**src/rtl/platform_renderer.sv**
```systemverilog
// Platform strip renderer: maps raster coordinates plus horizontal scroll to platform_rom
// tile addresses, then keys out the transparent colour and composites over the background.
module platform_renderer #(
    parameter int          H_ACTIVE    = 640,
    parameter int          PLAT_Y_TOP  = 416,
    parameter logic [11:0] TRANSPARENT = 12'hF0F
) (
    input  logic        clk,
    input  logic        rst_n,
    input  logic [9:0]  hcount,
    input  logic [9:0]  vcount,
    input  logic        video_on,
    input  logic        frame_tick,
    input  logic        scroll_en,
    input  logic [2:0]  scroll_speed,
    input  logic [11:0] bg_color,
    output logic [5:0]  rom_x,
    output logic [4:0]  rom_y,
    output logic        rom_en,
    input  logic [11:0] rom_color,
    output logic [11:0] pix_color,
    output logic        pix_valid,
    output logic        in_platform
);

    localparam logic [9:0] H_LIMIT = 10'(H_ACTIVE);
    localparam logic [9:0] Y_TOP   = 10'(PLAT_Y_TOP);
    localparam logic [9:0] Y_BOT   = 10'(PLAT_Y_TOP + 31);

    logic [5:0]  scroll_q, scroll_d;
    logic [5:0]  romX_q, romX_d;
    logic [4:0]  romY_q, romY_d;
    logic        romEn_q;
    logic        hit1_q, hit2_q, hit3_q, hit1_d;
    logic        vld1_q, vld2_q, vld3_q;
    logic [11:0] bg1_q, bg2_q, bg3_q;
    logic [11:0] pixColor_q, pixColor_d;
    logic        pixValid_q, pixValid_d;
    logic        inPlat_q, inPlat_d;

    // Scroll advance and stage-1 address/hit computation
    always_comb begin
        scroll_d = scroll_q;
        if (frame_tick && scroll_en)
            scroll_d = scroll_q + {3'b000, scroll_speed};
        romX_d = hcount[5:0] + scroll_q;
        romY_d = vcount[4:0] - Y_TOP[4:0];
        hit1_d = video_on && (hcount < H_LIMIT) && (vcount >= Y_TOP) && (vcount <= Y_BOT);
    end

    // Output stage: rom_color arrives aligned with stage 3
    always_comb begin
        pixColor_d = 12'h000;
        pixValid_d = 1'b0;
        inPlat_d   = 1'b0;
        if (vld3_q) begin
            pixValid_d = 1'b1;
            if (hit3_q && (rom_color != TRANSPARENT)) begin
                pixColor_d = rom_color;
                inPlat_d   = 1'b1;
            end else begin
                pixColor_d = bg3_q;
            end
        end
    end

    always_ff @(posedge clk) begin
        if (!rst_n) begin
            scroll_q   <= 6'd0;
            romX_q     <= 6'd0;
            romY_q     <= 5'd0;
            romEn_q    <= 1'b0;
            hit1_q     <= 1'b0;
            hit2_q     <= 1'b0;
            hit3_q     <= 1'b0;
            vld1_q     <= 1'b0;
            vld2_q     <= 1'b0;
            vld3_q     <= 1'b0;
            bg1_q      <= 12'h000;
            bg2_q      <= 12'h000;
            bg3_q      <= 12'h000;
            pixColor_q <= 12'h000;
            pixValid_q <= 1'b0;
            inPlat_q   <= 1'b0;
        end else begin
            scroll_q   <= scroll_d;
            romX_q     <= romX_d;
            romY_q     <= romY_d;
            romEn_q    <= 1'b1;
            hit1_q     <= hit1_d;
            hit2_q     <= hit1_q;
            hit3_q     <= hit2_q;
            vld1_q     <= video_on;
            vld2_q     <= vld1_q;
            vld3_q     <= vld2_q;
            bg1_q      <= bg_color;
            bg2_q      <= bg1_q;
            bg3_q      <= bg2_q;
            pixColor_q <= pixColor_d;
            pixValid_q <= pixValid_d;
            inPlat_q   <= inPlat_d;
        end
    end

    assign rom_x       = romX_q;
    assign rom_y       = romY_q;
    assign rom_en      = romEn_q;
    assign pix_color   = pixColor_q;
    assign pix_valid   = pixValid_q;
    assign in_platform = inPlat_q;

endmodule

```
**config.mk**
```make
export PLATFORM = sky130hd
export DESIGN_NAME = platform_renderer
export DESIGN_NICKNAME = d
export VERILOG_FILES = /design/src/rtl/platform_renderer.sv
export SDC_FILE = /design/constraint.sdc
export NUM_CORES = 1
export LEC_CHECK = 0
export CELL_PAD_IN_SITES_DETAIL_PLACEMENT = 1
export CELL_PAD_IN_SITES_GLOBAL_PLACEMENT = 2
export CORE_MARGIN = 2
export CORE_UTILIZATION = 29
export CTS_BUF_LIST = sky130_fd_sc_hd__clkbuf_4
export DETAILED_ROUTE_END_ITERATION = 10
export GPL_TIMING_DRIVEN = 0
export HOLD_SLACK_MARGIN = 0.03
export PLACE_DENSITY = 0.8
export REMOVE_ABC_BUFFERS = 1
export SLEW_MARGIN = 20
export SYNTH_ARGS = -nofsm -noshare
export SYNTH_HDL_FRONTEND = slang
export SYNTH_SLANG_ARGS = --single-unit
export TNS_END_PERCENT = 1
```
**constraint.sdc**
```tcl
create_clock -name clk -period 2.5 [get_ports clk]
set_clock_uncertainty 0.2 [all_clocks]
set_input_delay 0.5 -clock clk [delete_from_list [all_inputs] [get_ports clk]]
set_output_delay 0.5 -clock clk [all_outputs]
set_load 0.05 [all_outputs]
```
Yosys cells after proc, flatten, opt, wreduce, memory -nomap -nowiden --
Cells that the tools add are included. W data, S select, Z words.
Word-level totals: bits in registers 74, bits in latches 0, RAM bits 0, bits in read-only memories 0, bits of input ports 52, word-level logic and storage cells 32, memories 0
Operators by class: $add $sub $neg 2, multipliers 0, div/mod/pow operators 0, order comparisons 3, equal/unequal tests 1, shift operators 0, mux-type cells 4, bitwise logic cells 0, reduce and logical (&&, ||, !) cells 6
Operator list (count):
- $mux W12 | 1
- $ne A12 B12 Y1 const B | 1
- $ge A10 B9 Y1 const B | 1
- $le A10 B9 Y1 const B | 1
- $lt A10 B10 Y1 const B | 1
- $add A6 B3 Y6 | 1
- $add A6 B6 Y6 | 1
- $logic_and A1 B1 Y1 | 5
- $mux W1 | 3
- $reduce_and A2 Y1 | 1

Longest topological paths before layout --
Gate-level depths: netlist (run 1).
word-level depth 4, gate-level depth with buffers 7, mapped depth without buffers 7

Worst setup path after synthesis (run 1) --
Ideal clock, no wire load.
path kind input -> register, start in rom_color[4], end reg pixColor_q[0] (netlist: pix_color[0]), library setup time 132 ps, arrival time 1889 ps, required time 2168 ps, path slack 279 ps, stages on the path 5, path buffers 1, cells stage by stage or4b_4 or4_4 buf_6 o211ai_1 a21oi_1
Between the ends: cells in the longest elaborated chain, start to end 3
RTL lines:
- start: declaration | line 20 | input logic [11:0] rom_color,
- $ne A12 B12 Y1 | line 58 | if (hit3_q && (rom_color != TRANSPARENT)) begin
- $logic_and A1 B1 Y1 | line 58
- $mux W12 | line 58
- end signal: assignment | line 99 | pixColor_q <= pixColor_d;
- end: declaration | line 37 | logic [11:0] pixColor_q, pixColor_d;
Every way passes these cells. A chain may end at the register's enable or synchronous reset.

Worst setup path after layout (run 1) --
start in rom_color[4], end reg pixColor_q[5] (netlist: pix_color[5])
Same word-level chain as after synthesis.

==> results.sh, run 1 <==
export IMPL_max_slew_margin_pct=55.2
export IMPL_start_util_pct=29.6
export IMPL_wl_per_cell_um=12.5
export IMPL_grt_start_max_net_pins=54
export IMPL_clk_pin_slew_ns=0.12
export IMPL_drt_wl_total_um=5400
export IMPL_first_iter_violations=41
export IMPL_ctsResizeCount=0
export IMPL_final_util_pct=41.1
export IMPL_finalSetupViolations=0
export IMPL_placed_cell_area_mm2=0.00340
export IMPL_rsz0062_at_grt="false"
export IMPL_port_buffers=76
export IMPL_grt_pass1_vias=1935
export IMPL_cts_sinks=74
export IMPL_pwr_share_seq_pct=55.2
export IMPL_crit_type="input port to flip-flop"
export IMPL_yosys_register_bits=74
export IMPL_drive_gt1_share_pct=6.79
export IMPL_syn_mean_instance_area_um2=10.6
export IMPL_htreeDepth=3
export IMPL_root_buffer="clkbuf_4"
export IMPL_post_cts_buffers=0
export IMPL_critPathLaunchType="input port"
export IMPL_clkPwrFrac_pct=33.1
export IMPL_place_congestion=0.754
export IMPL_dpl_hpwl_um=3890
export IMPL_fp_dieW_um=97.9
export IMPL_layout_cells_non_filler=432
export IMPL_drt_first_pass_iters=2
export IMPL_maxCapViolCount=0
export IMPL_numCtsBuffers=9
export IMPL_path_max_fanout=8
export IMPL_syn_inst=242
export IMPL_grtUsageTotal_pct=11.9
export IMPL_cts_tree="yes"
export IMPL_rows=34
export IMPL_run_status="finished, final reports clean"
export IMPL_end_kind="flip-flop"
export IMPL_setup_tns_ns=0
export IMPL_p_sw_share_pct=25.2
export IMPL_critPathRequiredTime_ns=2.57
export IMPL_powerDensity_mw_per_mm2=630
export IMPL_ios=78
export IMPL_synth_cell_types=34
export IMPL_vias=1908
export IMPL_ctsHoldBuffers=0
export IMPL_finalHoldWorstSlack_ns=0.241
export IMPL_antenna_found_initial=0
export IMPL_clk_insertion_delay_late_ns=0.40
export IMPL_dieArea_mm2=0.00959
export IMPL_tightest_slew_ns=0.672
export IMPL_combPwrFrac_pct=11.6
export IMPL_grt_overflow_total=0
export IMPL_yosysWarnings=0
export IMPL_antenna_cells=0
export IMPL_syn_area_mm2=0.00256
export IMPL_dp_cells=416
export IMPL_coreArea_mm2=0.00864
export IMPL_drt_antenna_violating_nets=0
export IMPL_hold_viol=0
export IMPL_cp_arrival_ns=2.37
export IMPL_clock_fmax_ghz=0.436
export IMPL_ys_seq_area_share_pct=57.9
export IMPL_viasPerCell=4.42
export IMPL_nets=381
export IMPL_grt_pass1_wl_um=9200
export IMPL_hold_path_class="flip-flop to flip-flop"
export IMPL_final_area_mm2=0.00355
export IMPL_ir_worst_vdd_uv=246
export IMPL_power_switching_mw=0.563
export IMPL_fin_crit_ns=2.29
export IMPL_slew_violations=0
export IMPL_clockBufferDepth=2
export IMPL_area_growth_pct=38.6
export IMPL_internal_power_mw=1.67
export IMPL_p_leak_nw=1.34
export IMPL_die_height_um=97.9
export IMPL_drc=0
export IMPL_finalCritPeriodShare_pct=91.7
power groups by stage:
stage                     clock network, mW  logic [mW]  registers, mW
after floorplan                           0      0.0718           1.31
after CTS                             0.776       0.265           1.23
after detailed placement                  0       0.263           1.26
after global routing                  0.827       0.285           1.24
final                                 0.741       0.260           1.23
after global placement                    0       0.259           1.26
layer usage:
metal / track usage [%] / routed length (µm)
met5: 0 / 0
met1: 15.3 / 2470
met2: 18.9 / 2580
met4: 5.77 / 75
met3: 2.51 / 271
stage by stage:
| step | total power [mW] | setup slack [ns] |
|---|---|---|
| after global placement | 1.52 | -1.11 |
| after CTS | 2.28 | 0.209 |
| after detailed placement | 1.52 | -0.213 |
| after floorplan | 1.38 | 0.344 |
| after global routing | 2.35 | 0.114 |
| final | 2.23 | 0.206 |
worst max-delay path, cell delays in order:
cell and delay (ns):
clkdlybuf4s50_1 0.43, or4b_4 0.58, or4_4 0.56, o211ai_1 0.21
a21oi_1 0.09
cell usage in the layout (no fill, tap or decap), types with 2 or more instances in the layout:
master           netlist  routed
o21ai_0               15      15
nor3_1                 4       4
or3_1                  3       3
xnor2_1                2       2
fa_1                   2       2
clkinv_4               0       2
and4_1                 2       2
nor4_1                 2       2
nand2_1                9       9
clkbuf_4               0      10
o211ai_1               7       7
ha_1                   8       8
nand3_1                4       4
clkdlybuf4s50_1        0      75
nor3b_1                3       3
inv_1                  8       8
nor2_1                 4       4
clkinvlp_4             0       2
nor2b_1                2       2
dfxtp_1               74      74
nand4_1                2       2
and2_1                47      47
o221a_2                2       2
a21oi_1               20      20
logic make-up (layout without fill, tap and decap cells):
| group | after synthesis | after routing | share of synthesized area (%) |
|---|---|---|---|
| fa+ha+maj | 10 | 10 | 5.48 |
| flops | 74 | 74 | 57.9 |
| simple gates | 87 | 87 | 21.2 |
| xor+xnor | 3 | 3 | 1.03 |
| buf+inv | 19 | 101 | 3.08 |
| compound gates | 49 | 49 | 11.3 |
final cells by class:
class | instances | area, µm²
Fill cell | 957 | 5090
Timing Repair Buffer | 76 | 756
Multi-Input combinational cell | 149 | 998
Tap cell | 108 | 135
Sequential cell | 74 | 1480
Clock buffer | 10 | 75.1
Clock inverter | 6 | 67.6
Inverter | 9 | 33.8
cells in the mapped netlist (all sizes together):
| cell | number | area, µm² |
|---|---|---|
| nor2b | 2 | 12.5 |
| o211ai | 7 | 52.6 |
| nand3 | 4 | 20.0 |
| o221a | 2 | 22.5 |
| o21ai | 15 | 75.1 |
| and4 | 2 | 17.5 |
| clkbuf | 9 | 33.8 |
| nor3b | 3 | 22.5 |
| or3 | 3 | 18.8 |
| xnor2 | 2 | 17.5 |
| a211oi | 1 | 7.51 |
| dfxtp | 74 | 1480 |
| inv | 8 | 30.0 |
| o311ai | 1 | 8.76 |
| nand2 | 9 | 33.8 |
| xor2 | 1 | 8.76 |
| or4 | 1 | 11.3 |
| nand2b | 1 | 6.26 |
| and2 | 47 | 294 |
| nor4 | 3 | 33.8 |
| a311oi | 1 | 8.76 |
| ha | 8 | 100 |
| clkinv | 1 | 3.75 |
| buf | 1 | 11.3 |
| a21o | 1 | 7.51 |
| nor3 | 4 | 20.0 |
| a21oi | 20 | 100 |
| nand4 | 2 | 12.5 |
| nor2 | 4 | 15.0 |
| fa | 2 | 40.0 |
| nor4bb | 1 | 10.0 |
| or4b | 1 | 13.8 |
| a21boi | 1 | 7.51 |
sequential cells by signal, summed over array words and instances, names as in the netlist:
name	count
bg2_q	12
rom_en	1
hit1_q	1
pix_valid	1
hit3_q	1
hit2_q	1
vld2_q	1
pix_color	12
bg3_q	12
vld3_q	1
scroll_q	6
rom_y	5
bg1_q	12
rom_x	6
vld1_q	1
in_platform	1
final timing paths:
| kind | cells past startpoint | end | slack, ns | start |
|---|---|---|---|---|
| min | 1 | bg3_q[0]$_SDFF_PN0_ | 0.24 | bg2_q[0]$_SDFF_PN0_ |
| max | 5 | pix_color[5]$_SDFF_PN0_ | 0.21 | rom_color[4] |
| min reg2reg | 1 | bg3_q[0]$_SDFF_PN0_ | 0.24 | bg2_q[0]$_SDFF_PN0_ |
| max reg2reg | 7 | rom_x[4]$_SDFF_PN0_ | 0.63 | scroll_q[0]$_SDFFE_PN0P_ |
No activity file was read; power rests on OpenSTA's default activity.
==> run 2: changes to the inputs <==
Settings changed: CTS_CLUSTER_SIZE set to 24.
Clock period 2.5 ns to 2.2 ns, I/O delays scaled along.
==> results.sh, run 2 (same netlist as run 1, synthesis figures left out) <==
export IMPL_run_status="finished, final reports clean"
export IMPL_first_iter_violations=36
export IMPL_nets=383
export IMPL_rsz0062_at_grt="false"
export IMPL_wl_per_cell_um=12.6
export IMPL_slew_violations=0
export IMPL_powerDensity_mw_per_mm2=710
export IMPL_end_kind="output port"
export IMPL_port_buffers=76
export IMPL_max_slew_margin_pct=65.5
export IMPL_grt_overflow_total=0
export IMPL_cts_sinks=74
export IMPL_clk_insertion_delay_late_ns=0.40
export IMPL_grt_pass1_vias=1924
export IMPL_r2r_end="rom_x[4]$_SDFF_PN0_"
export IMPL_finalCritPeriodShare_pct=97.6
export IMPL_cts_tree="yes"
export IMPL_area_growth_pct=39.1
export IMPL_total_power_mw=2.53
export IMPL_path_max_fanout=1
export IMPL_fin_crit_ns=2.15
export IMPL_die_height_um=97.9
export IMPL_slowest_delay_ns=0.79
export IMPL_cp_num_buf_inv=1
export IMPL_viasPerCell=4.43
export IMPL_coreArea_mm2=0.00864
export IMPL_drt_wl_total_um=5460
export IMPL_grt_pass1_wl_um=9160
export IMPL_tightest_slew_ns=0.520
export IMPL_crit_type="flip-flop to output port"
export IMPL_final_util_pct=41.2
export IMPL_ff2ff_path_depth=7
export IMPL_cp_slowest_cell="clkdlybuf4s50_1"
export IMPL_worstHoldPathCells=3
export IMPL_crit_cells=1
export IMPL_hold_viol=0
export IMPL_p_leak_nw=1.54
export IMPL_antenna_found_initial=0
export IMPL_htreeDepth=3
export IMPL_placed_cell_area_mm2=0.00340
export IMPL_drt_first_pass_iters=4
export IMPL_rows=34
export IMPL_grt_start_max_net_pins=54
export IMPL_dieArea_mm2=0.00959
export IMPL_drt_antenna_violating_nets=0
export IMPL_ctsHoldBuffers=0
export IMPL_root_buffer="clkbuf_4"
export IMPL_hold_path_class="input port to flip-flop"
export IMPL_finalSetupViolations=0
export IMPL_ios=78
export IMPL_grtUsageTotal_pct=11.8
export IMPL_finalHoldWorstSlack_ns=0.127
export IMPL_drc=0
export IMPL_rrSetupSlack_ns=0.32
export IMPL_numCtsBuffers=9
export IMPL_cp_arrival_ns=1.51
export IMPL_drive_gt1_share_pct=7.36
export IMPL_hp_start="rom_color[4]"
export IMPL_antenna_cells=0
export IMPL_crit_chain="clkdlybuf4s50_1"
export IMPL_final_area_mm2=0.00356
export IMPL_dpl_hpwl_um=3890
export IMPL_path_delay_family="buffers and inverters"
export IMPL_clk_pin_slew_ns=0.12
export IMPL_layout_cells_non_filler=434
export IMPL_clock_fmax_ghz=0.466
export IMPL_fp_dieW_um=97.9
export IMPL_critPathLaunchType="flip-flop"
export IMPL_min_to="pix_color[4]$_SDFF_PN0_"
export IMPL_ir_worst_vdd_uv=279
export IMPL_reg2reg_from="scroll_q[0]$_SDFFE_PN0P_"
export IMPL_start_util_pct=29.6
export IMPL_critPathRequiredTime_ns=1.56
export IMPL_maxCapViolCount=0
export IMPL_dp_cells=416
export IMPL_clockBufferDepth=2
export IMPL_final_cell_mix="74 x dfxtp_1, 47 x and2_1, 46 x clkdlybuf4s50_1, 21 x dlygate4sd2_1, 20 x a21oi_1"
export IMPL_final_common_cell="dfxtp_1"
export IMPL_vias=1923
export IMPL_place_congestion=0.754
## run 2: changes by cell type in the layout (fill, tap and decap cells not counted), sizes merged
cell,previous run,this run
clkdlybuf4s50,75,46
dlygate4sd2,0,21
dlymetal6s2s,0,8
buf,1,2
clkbuf,10,11
## run 2: layer usage
layer  global-route usage (%)  vias up  part of all wire [%]
met4                     5.77        0                   1.5
met1                     15.3      874                    46
met5                        0        -                     0
met2                     18.8       55                    47
li1                         -      986                     -
met3                     2.51        8                   5.8
## run 2: area by class of cell
cell class	count	area [µm²]
Tap cell	108	135
Multi-Input combinational cell	149	998
Inverter	9	33.8
Clock inverter	6	67.6
Sequential cell	74	1480
Clock buffer	10	75.1
Timing Repair Buffer	78	767
Fill cell	958	5080
## run 2: report_power, final
group / switching, mW / internal [mW]
Combinational: 0.146 / 0.140
Sequential: 0.0134 / 1.39
Clock: 0.478 / 0.361
## run 2: repair_timing
action / 4_1_cts / 5_1_grt
buffers inserted: 0 / 2
setup endpoints to repair: 22 / 15
pin swaps: 0 / 5
gates resized for setup: 21 / 9
## run 2: worst max path at each step
stage | startpoint | end | slack (ns)
after CTS | rom_color[4] | pix_color[5]$_SDFF_PN0_ | -0.004
after detailed placement | rom_color[4] | pix_color[10]$_SDFF_PN0_ | -0.45
after floorplan | rom_color[4] | pix_color[0]$_SDFF_PN0_ | 0.10
after global placement | rst_n | rom_x[5]$_SDFF_PN0_ | -1.35
after global routing | pix_color[5]$_SDFF_PN0_ | pix_color[5] | 0.001
final | pix_color[5]$_SDFF_PN0_ | pix_color[5] | 0.05
## run 2: through the flow
stage / worst slack [ns] / setup TNS [ns]
after floorplan: 0.104 / 0
after global placement: -1.35 / -34.80
after detailed placement: -0.453 / -5.53
after CTS: -0.00394 / -0.00394
after global routing: 0.00145 / 0
final: 0.0524 / 0
==> run 3: changes to the inputs <==
--- a/config.mk
+++ b/config.mk
@@ -17,4 +17,5 @@
 export PLACE_DENSITY = 0.8
 export REMOVE_ABC_BUFFERS = 1
+export SETUP_SLACK_MARGIN = 0.05
 export SLEW_MARGIN = 20
 export SYNTH_ARGS = -nofsm -noshare
==> constraint.sdc (replaced) <==
create_clock -name clk -period 2.2 [get_ports clk]
set_clock_uncertainty 0.2 [all_clocks]
set_input_delay 0.44 -clock clk [delete_from_list [all_inputs] [get_ports clk]]
set_output_delay 0.44 -clock clk [all_outputs]
set_load 0.005 [all_outputs]
==> results.sh, run 3 (same netlist as run 1, synthesis figures left out) <==
export IMPL_dieArea_mm2=0.00959
export IMPL_ios=78
export IMPL_drt_wl_total_um=5400
export IMPL_setup_ws_ns=0.0955
export IMPL_maxCapViolCount=0
export IMPL_tightest_slew_ns=0.484
export IMPL_antenna_found_initial=0
export IMPL_finalSetupViolations=0
export IMPL_wl_per_cell_um=12.5
export IMPL_port_buffers=76
export IMPL_rows=34
export IMPL_drive_gt1_share_pct=6.79
export IMPL_total_power_mw=2.48
export IMPL_cp_arrival_ns=2.18
export IMPL_worstHoldPathCells=1
export IMPL_hold_path_class="flip-flop to flip-flop"
export IMPL_p_leak_nw=1.35
export IMPL_ir_worst_vdd_uv=280
export IMPL_cts_sinks=74
export IMPL_powerDensity_mw_per_mm2=700
export IMPL_hp_start="bg2_q[0]$_SDFF_PN0_"
export IMPL_rsz0062_at_grt="true"
export IMPL_crit_type="input port to flip-flop"
export IMPL_critPathRequiredTime_ns=2.27
export IMPL_cts_tree="yes"
export IMPL_setup_tns_ns=0
export IMPL_drt_antenna_violating_nets=0
export IMPL_vias=1911
export IMPL_final_common_cell="dfxtp_1"
export IMPL_crit_chain="dlygate4sd2_1 -> or4b_4 -> or4_4 -> o211ai_1 -> a21oi_1"
export IMPL_min_to="bg3_q[0]$_SDFF_PN0_"
export IMPL_slew_violations=0
export IMPL_end_kind="flip-flop"
export IMPL_viasPerCell=4.42
export IMPL_start_util_pct=29.6
export IMPL_multiInputGateArea_um2=998
export IMPL_hold_viol=0
export IMPL_r2r_end="rom_x[4]$_SDFF_PN0_"
export IMPL_clk_insertion_delay_late_ns=0.40
export IMPL_drc=0
export IMPL_area_sequential_mm2=0.00148
export IMPL_place_congestion=0.754
export IMPL_nets=381
export IMPL_run_status="finished, final reports clean"
export IMPL_rrSetupSlack_ns=0.33
export IMPL_fillers=959
export IMPL_ff2ff_path_depth=7
export IMPL_clk_pin_slew_ns=0.12
export IMPL_finalHoldWorstSlack_ns=0.241
export IMPL_max_slew_margin_pct=67.5
export IMPL_grt_overflow_total=0
export IMPL_root_buffer="clkbuf_4"
export IMPL_grt_pass1_wl_um=9190
export IMPL_grt_pass1_vias=1932
export IMPL_clock_fmax_ghz=0.475
export IMPL_clockBufferDepth=2
export IMPL_die_height_um=97.9
export IMPL_fin_crit_ns=2.10
export IMPL_dpl_hpwl_um=3890
export IMPL_cp_slowest_cell="or4_4"
export IMPL_grt_start_max_net_pins=54
export IMPL_slowest_delay_ns=0.61
export IMPL_coreArea_mm2=0.00864
export IMPL_htreeDepth=3
export IMPL_drt_first_pass_iters=2
export IMPL_reg2reg_from="scroll_q[0]$_SDFFE_PN0P_"
export IMPL_path_max_fanout=8
export IMPL_finalCritPeriodShare_pct=95.7
export IMPL_post_cts_buffers=0
export IMPL_first_iter_violations=39
export IMPL_grtUsageTotal_pct=11.9
export IMPL_antenna_cells=0
export IMPL_numCtsBuffers=9
export IMPL_final_cell_mix="74 x dfxtp_1, 71 x clkdlybuf4s50_1, 47 x and2_1, 20 x a21oi_1, 15 x o21ai_0"
export IMPL_critPathLaunchType="input port"
export IMPL_area_growth_pct=38.5
export IMPL_final_area_mm2=0.00354
export IMPL_place_ws_ns=-0.453
export IMPL_fp_dieW_um=97.9
export IMPL_placed_cell_area_mm2=0.00340
==> run 3: changes by cell type in the layout (fill, tap and decap cells not counted) <==
cell / delta
dlygate4sd2_1: -17
dlymetal6s2s_1: -8
buf_4: -2
clkdlybuf4s50_1: +25
==> run 3: power by group <==
group / internal, mW / switching [mW] / leakage [nW] / total (mW)
clock: 0.361 / 0.480 / 0.0726 / 0.841
sequential: 1.39 / 0.0140 / 0.607 / 1.40
combinational: 0.148 / 0.0888 / 0.668 / 0.237
==> run 3: timing repair <==
action,4_1_cts,5_1_grt
hold endpoints to repair,0,0
cloned,0,0
setup endpoints to repair,7,2
pin swaps,4,0
gates resized for setup,4,1
hold buffers,0,0
==> run 3: worst max path at each step <==
stage                 startpoint                        to  cells past startpoint
floorplan           rom_color[4]   pix_color[0]$_SDFF_PN0_                      4
global placement           rst_n       rom_x[5]$_SDFF_PN0_                      4
detailed placement  rom_color[4]  pix_color[10]$_SDFF_PN0_                      5
CTS                 rom_color[5]   pix_color[5]$_SDFF_PN0_                      5
global route        rom_color[5]   pix_color[5]$_SDFF_PN0_                      5
finish              rom_color[5]   pix_color[5]$_SDFF_PN0_                      5
==> run 3: area by class of cell <==
type | count | area share, %
Inverter | 9 | 0.953
Clock inverter | 6 | 1.91
Multi-Input combinational cell | 149 | 28.2
Clock buffer | 10 | 2.12
Sequential cell | 74 | 41.8
Tap cell | 108 | 3.81
Timing Repair Buffer | 76 | 21.2
==> run 3: layer usage <==
layer,vias to the layer above,track usage (%),share of wire [%]
met5,-,0,0
met4,0,5.77,1.4
met3,7,2.51,5.3
met2,50,18.9,48
met1,874,15.3,45
li1,980,-,-
==> run 3: critical path: cells and delay by family <==
family	cells	cell delay, ns
buffers and inverters	1	0.24
AOI/OAI and AO/OA	2	0.31
and+or+nand+nor	2	1.18
==> run 3: metrics by stage <==
step,util [%],instances
2_1_floorplan,-,232
3_3_place_gp,39.5,416
3_5_place_dp,39.4,416
4_1_cts,41.0,432
5_1_grt,41.0,432
6_report,41.0,432
